### src/rtl/rom256_burst_arbiter.sv
// rom256_burst_arbiter
//   Two-requester round-robin arbiter and burst sequencer for a 256x8 ROM
//   macro with a registered address and chip select. The ROM has data valid by
//   the following rising edge. A granted burst issues one ROM read per cycle
//   with a wrapping address. Each issued beat carries a {owner, last} tag down a
//   two-stage pipeline. At stage 2 the ROM data is captured into the owner's
//   response port.
//
// Ports
//   clk0, rst0            clock (also the ROM clock), synchronous active-high reset
//   rq{a,b}_valid/ready   burst request handshake; ready is combinational in IDLE
//   rq{a,b}_addr/len      burst start address, beats minus one
//   rs{a,b}_valid         one-cycle beat strobe, no backpressure
//   rs{a,b}_data/last     beat data (held between beats), final-beat flag
//   rom_cs0, rom_addr0    ROM chip select and address
//   rom_dout0             ROM read data
//   busy                  issuing, or a response beat still in the tag pipeline

// Per-requester response register. Data is loaded only on a strobe, so ROM
// output values outside the capture cycle never reach the port.
module rom256_rs_lane #(
  parameter int DATA_WIDTH = 8
) (
  input  logic                  clk0,
  input  logic                  rst0,
  input  logic                  i_stb,
  input  logic                  i_last,
  input  logic [DATA_WIDTH-1:0] i_data,
  output logic                  o_valid,
  output logic [DATA_WIDTH-1:0] o_data,
  output logic                  o_last
);
  always_ff @(posedge clk0) begin
    if (rst0) begin
      o_valid <= 1'b0;
      o_data  <= '0;
      o_last  <= 1'b0;
    end else begin
      o_valid <= i_stb;
      o_last  <= i_stb & i_last;
      if (i_stb) o_data <= i_data;
    end
  end
endmodule

module rom256_burst_arbiter #(
  parameter int ADDR_WIDTH = 8,
  parameter int DATA_WIDTH = 8,
  parameter int LEN_WIDTH  = 4
) (
  input  logic                  clk0,
  input  logic                  rst0,
  input  logic                  rqa_valid,
  output logic                  rqa_ready,
  input  logic [ADDR_WIDTH-1:0] rqa_addr,
  input  logic [LEN_WIDTH-1:0]  rqa_len,
  input  logic                  rqb_valid,
  output logic                  rqb_ready,
  input  logic [ADDR_WIDTH-1:0] rqb_addr,
  input  logic [LEN_WIDTH-1:0]  rqb_len,
  output logic                  rsa_valid,
  output logic [DATA_WIDTH-1:0] rsa_data,
  output logic                  rsa_last,
  output logic                  rsb_valid,
  output logic [DATA_WIDTH-1:0] rsb_data,
  output logic                  rsb_last,
  output logic                  rom_cs0,
  output logic [ADDR_WIDTH-1:0] rom_addr0,
  input  logic [DATA_WIDTH-1:0] rom_dout0,
  output logic                  busy
);
  localparam int NUM_LANES = 2;
  // Stage 1: ROM has latched the address; stage 2: data captured into a lane.
  localparam int STAGES    = 2;

  typedef enum logic {S_IDLE = 1'b0, S_ISSUE = 1'b1} state_t;

  typedef struct packed {
    logic [ADDR_WIDTH-1:0] addr;
    logic [LEN_WIDTH-1:0]  len;
  } req_t;

  typedef struct packed {
    logic owner;  // 0 = A, 1 = B
    logic last;
  } tag_t;

  state_t                r_state, w_state_nxt;
  logic                  r_prio;      // requester that wins a tie: 0 = A, 1 = B
  logic                  r_owner;
  logic [ADDR_WIDTH-1:0] r_cur_addr;
  logic [LEN_WIDTH-1:0]  r_rem;       // beats left after the current one
  logic [STAGES:1]       r_vld_pipe;
  tag_t                  r_tag1;

  logic w_win_a, w_win_b, w_hs, w_issue, w_last_beat;
  req_t w_req;

  logic [NUM_LANES-1:0]                 w_lane_stb;
  logic [NUM_LANES-1:0]                 w_rs_valid;
  logic [NUM_LANES-1:0]                 w_rs_last;
  logic [NUM_LANES-1:0][DATA_WIDTH-1:0] w_rs_data;

  // Priority only matters on a tie; a lone requester always wins.
  assign w_win_a = rqa_valid & (~rqb_valid | ~r_prio);
  assign w_win_b = rqb_valid & (~rqa_valid |  r_prio);
  assign w_req   = w_win_b ? req_t'{rqb_addr, rqb_len} : req_t'{rqa_addr, rqa_len};
  assign w_hs    = rqa_ready | rqb_ready;

  always_comb begin
    w_state_nxt = r_state;
    rqa_ready   = 1'b0;
    rqb_ready   = 1'b0;
    w_issue     = 1'b0;
    w_last_beat = 1'b0;
    case (r_state)
      S_IDLE: begin
        // Ready held low while in reset so nothing looks accepted.
        if (!rst0) begin
          rqa_ready = w_win_a;
          rqb_ready = w_win_b;
          if (w_win_a | w_win_b) w_state_nxt = S_ISSUE;
        end
      end
      S_ISSUE: begin
        w_issue     = 1'b1;
        w_last_beat = (r_rem == '0);
        if (w_last_beat) w_state_nxt = S_IDLE;
      end
      default: w_state_nxt = S_IDLE;
    endcase
  end

  always_ff @(posedge clk0) begin
    if (rst0) begin
      r_state    <= S_IDLE;
      r_prio     <= 1'b0;
      r_owner    <= 1'b0;
      r_cur_addr <= '0;
      r_rem      <= '0;
      r_vld_pipe <= '0;
      r_tag1     <= '0;
    end else begin
      r_state <= w_state_nxt;
      if (w_hs) begin
        r_cur_addr <= w_req.addr;
        r_rem      <= w_req.len;
        r_owner    <= w_win_b;
        r_prio     <= ~w_win_b;
      end else if (w_issue) begin
        r_cur_addr <= r_cur_addr + 1'b1;  // wraps naturally at 2^ADDR_WIDTH
        r_rem      <= r_rem - 1'b1;
      end
      r_vld_pipe <= {r_vld_pipe[STAGES-1:1], w_issue};
      r_tag1     <= tag_t'{r_owner, w_last_beat};
    end
  end

  assign rom_cs0   = w_issue;
  assign rom_addr0 = w_issue ? r_cur_addr : '0;
  assign busy      = w_issue | (|r_vld_pipe);

  for (genvar l = 0; l < NUM_LANES; l++) begin : g_lane
    assign w_lane_stb[l] = r_vld_pipe[1] & (r_tag1.owner == 1'(l));
    rom256_rs_lane #(.DATA_WIDTH(DATA_WIDTH)) u_lane (
      .clk0    (clk0),
      .rst0    (rst0),
      .i_stb   (w_lane_stb[l]),
      .i_last  (r_tag1.last),
      .i_data  (rom_dout0),
      .o_valid (w_rs_valid[l]),
      .o_data  (w_rs_data[l]),
      .o_last  (w_rs_last[l])
    );
  end

  assign rsa_valid = w_rs_valid[0];
  assign rsa_data  = w_rs_data[0];
  assign rsa_last  = w_rs_last[0];
  assign rsb_valid = w_rs_valid[1];
  assign rsb_data  = w_rs_data[1];
  assign rsb_last  = w_rs_last[1];
endmodule

### config.mk
export PLATFORM = sky130hd
export DESIGN_NAME = rom256_burst_arbiter
export DESIGN_NICKNAME = d
export VERILOG_FILES = /design/src/rtl/rom256_burst_arbiter.sv
export SDC_FILE = /design/constraint.sdc
export NUM_CORES = 1
export LEC_CHECK = 0
export CORE_MARGIN = 1
export CORE_UTILIZATION = 44
export DETAILED_ROUTE_END_ITERATION = 12
export PLACE_DENSITY = 0.79
export REMOVE_ABC_BUFFERS = 1
export SKIP_LAST_GASP = 1
export SLEW_MARGIN = 20
export SYNTH_ARGS = -nofsm -noshare
export SYNTH_HDL_FRONTEND = slang
export SYNTH_SLANG_ARGS = --single-unit
export TNS_END_PERCENT = 20
### constraint.sdc
create_clock -name clk0 -period 1.65 [get_ports clk0]
set_clock_uncertainty 0.05 [all_clocks]
set_input_delay 0.4125 -clock clk0 [delete_from_list [all_inputs] [get_ports clk0]]
set_output_delay 0.4125 -clock clk0 [all_outputs]
set_load 0.01 [all_outputs]
==> key figures <==
Run status
  • Status: finished, violations left
  • Failing checks: setup timing

Timing
  • Count of final setup violators: 10
  • Fmax: 582 MHz
  • Slew HR: 80.1%
  • Tmin final: 1720 ps
  • Period utilization: 104%
  • Worst slew pin tran: 298 ps
  • Fin worst setup slack: -69.2 ps
  • RSZ-0062 raised after global routing: yes
  • Max-slew violations: 0
  • Endpoints failing hold: 0

Logic synthesis
  • Synth Area per Inst: 8.87 um^2
  • Post-synthesis compound-gate area fraction: 12.5%
  • Primary flip-flop cell chosen by synthesis mapping: dfxtp_1
  • Mux contribution to synthesized area: 7.30%
  • Post-synth top area share: 43.4%
  • Asr flop ratio synth: 0%
  • Xor/xnor share of the synthesized area: 2.43%
  • Synth Area in Adders: 1.39%
  • Synth warnings: 0
  • Cell Area, Synth: 1800 um^2
  • Ranking of synthesized cells by area: dfxtp_1, mux2i_1, nand2_1
  • Simple-gate share of the synthesized area: 27.4%
  • Synth unique cells: 43
  • Gate Count Post-Synth: 203
  • Post-synthesis sequential area ratio: 43.4%
  • Largest family of logic cells by synthesized area: simple AND/OR/NAND/NOR gates
  • Post-synth top area cell: dfxtp_1
  • Post-synth EDFFs: 0
  • Seq cells post-synth: 39

Global routing
  • First-pass GRT wire length: 7.44 mm
  • Initial antenna violation count: 0
  • Gr usage total: 22.1%
  • Vias in the first global route: 1,627
  • Gr ovfl total: 0
  • Largest net degree at the start of global routing: 27

Route
  • Initial DRC count: 114
  • Wire length per cell: 13.5 um
  • DR vias: 1,751
  • Routed wire length: 4.60 mm
  • Final ANT Viol Nets: 0
  • Number of remaining DRC errors: 0
  • Via-per-instance ratio: 5.13
  • Initial DRT Pass Iterations: 4

Power
  • Sequential Power Share: 42.2%
  • Pint: 1.88 mW
  • Sw Share: 29.5%
  • Combinational power share: 33.9%
  • Net Sw Power: 0.786 mW
  • Pleak: 1.20 nW
  • Pwr Total: 2.66 mW
  • Worst VDD drop: 0.564 mV
  • Power Dens Cells: 948 nW/um^2
  • Clock Power Share: 24.0%

Die
  • Ports: 68
  • Chip height: 66.0 um
  • Die X: 66.0 um
  • Core box area: 3800 um^2
  • Row Count: 22
  • Die area: 4350 um^2
  • Initial Util: 47.4%

Setup path
  • Worst setup SP type: flop
  • Slowest cell on the critical path: dfxtp_2
  • Worst setup EP type: output pin
  • Reg2Reg Depth: 5
  • Worst EP arrival: 1260 ps
  • CP cell instances: nand2b_4 > nand2_4 > or2_4 > nor2_4 > buf_6
  • Largest stage delay, worst path: 340 ps
  • Crit Path Category: reg -> out
  • Crit-path max FO: 3
  • Critical Path RT: 1190 ps

Clock network
  • Clk buf depth: 2
  • CTS tree: built
  • Clock Latency Late Sink: 280 ps
  • Clock-pin slew on the worst setup and hold paths: 70 ps
  • Clock root buffer: clkbuf_8
  • Clock sink count: 39
  • Cts hold-fix bufs: 0
  • H-tree Lvls: 2
  • Cts bufs inserted: 5

Placement
  • Post-DP Area: 2620 um^2
  • GP Congestion: 0.780
  • Final HPWL DP: 3.33 mm
  • IO buf count: 67
  • Post-Place Setup Slack: -765 ps

Min path
  • Hold path depth: 2
  • Worst hold-check path type: reg -> reg

Layout
  • Most frequent cells in the layout: clkdlybuf4s50_1, dfxtp_1, buf_4
  • Area occupied by multi-input gates: 956 um^2
  • Storage cell area: 786 um^2
  • Synthesis-to-layout area growth: 56.0%
  • Layout cells sized above 1: 19.1%
  • Ant. Diodes: 0
  • Final net count: 331
  • Filler Cell Count: 292
  • Most common cell after layout, fill and taps aside: clkdlybuf4s50_1
  • Cell area after layout: 2810 um^2

Job
  • Max-cap check violation count: 0
cell usage after synthesis (all sizes together), types with 2 or more instances:
| cell | number |
|---|---|
| o32ai | 2 |
| dfxtp | 39 |
| ha | 2 |
| clkbuf | 6 |
| nor2 | 20 |
| nor2b | 5 |
| nand2b | 2 |
| and2 | 13 |
| o22ai | 3 |
| xnor2 | 3 |
| or2b | 2 |
| buf | 8 |
| nor3 | 5 |
| a211oi | 2 |
| inv | 3 |
| xor2 | 2 |
| nand4 | 3 |
| nand2 | 23 |
| a311oi | 7 |
| a21oi | 11 |
| o21ai | 4 |
| nand3 | 13 |
| mux2i | 12 |
| or2 | 2 |
sequential cells by signal (all words and copies together), names as in the netlist:
register               flops
g_lane.u_lane.o_data      16
g_lane.u_lane.o_valid      2
r_cur_addr                 8
r_vld_pipe                 2
r_rem                      4
r_owner                    1
r_prio                     1
g_lane.u_lane.o_last       2
r_tag1                     2
r_state                    1
metrics by stage:
stage	util, %	hold slack [ps]	setup TNS (ps)	std cells
after floorplan	-	371	-381	189
after global placement	68.8	393	-7790	327
after detailed placement	68.8	398	-8300	327
after CTS	72.8	408	-1020	341
after global routing	73.9	443	-794	341
final	73.9	404	-335	341
metal layers:
layer  part of all wire, %  GRT usage, %
met3                   4.1          4.14
met4                   1.7          7.18
met2                    50          37.6
met1                    44          27.8
met5                     0             0
what timing repair did:
| item | in CTS | in global routing |
|---|---|---|
| hold endpoints to repair | 0 | 0 |
| resized for setup | 33 | 15 |
| pin swaps | 5 | 6 |
| setup endpoints to repair | 17 | 38 |
| setup buffers | 7 | 2 |
power groups by stage:
stage / Combinational (mW) / Sequential [mW] / Clock [mW]
3_3_place_gp: 0.811 / 1.14 / 0
6_report: 0.901 / 1.12 / 0.638
4_1_cts: 0.866 / 1.12 / 0.650
3_5_place_dp: 0.834 / 1.14 / 0
5_1_grt: 0.987 / 1.13 / 0.689
2_1_floorplan: 0.355 / 1.19 / 0
critical path, delay by kind of cell (launching register included):
kind | cells | cell delay [ps]
simple gates | 4 | 530
flops | 1 | 340
buf+inv | 1 | 110
layout make-up:
type / count / share of cell area (%)
inverter: 3 / 0.401
sequential: 39 / 28.0
timing repair buffer: 97 / 32.3
tap: 48 / 2.14
clock inverter: 1 / 0.178
clock buffer: 6 / 2.94
multi-input combinational: 147 / 34.0
worst paths after layout:
check	start	endpoint	slack, ps
worst max-delay path	r_prio	rqb_ready	-70
worst min-delay path	g_lane[1].u_lane.o_data[4]	g_lane[1].u_lane.o_data[4]	400
worst max register to register	r_cur_addr[1]	r_cur_addr[6]	160
worst min register to register	g_lane[1].u_lane.o_data[4]	g_lane[1].u_lane.o_data[4]	400
kinds of logic after synthesis:
| group | after synthesis |
|---|---|
| and+or+nand+nor | 94 |
| AOI/OAI and AO/OA | 33 |
| buffers and inverters | 17 |
| muxes | 13 |
| adders and majority gates | 2 |
| DFF | 39 |
| xor gates and xnor gates | 5 |
No activity file was read; power rests on OpenSTA's default activity.
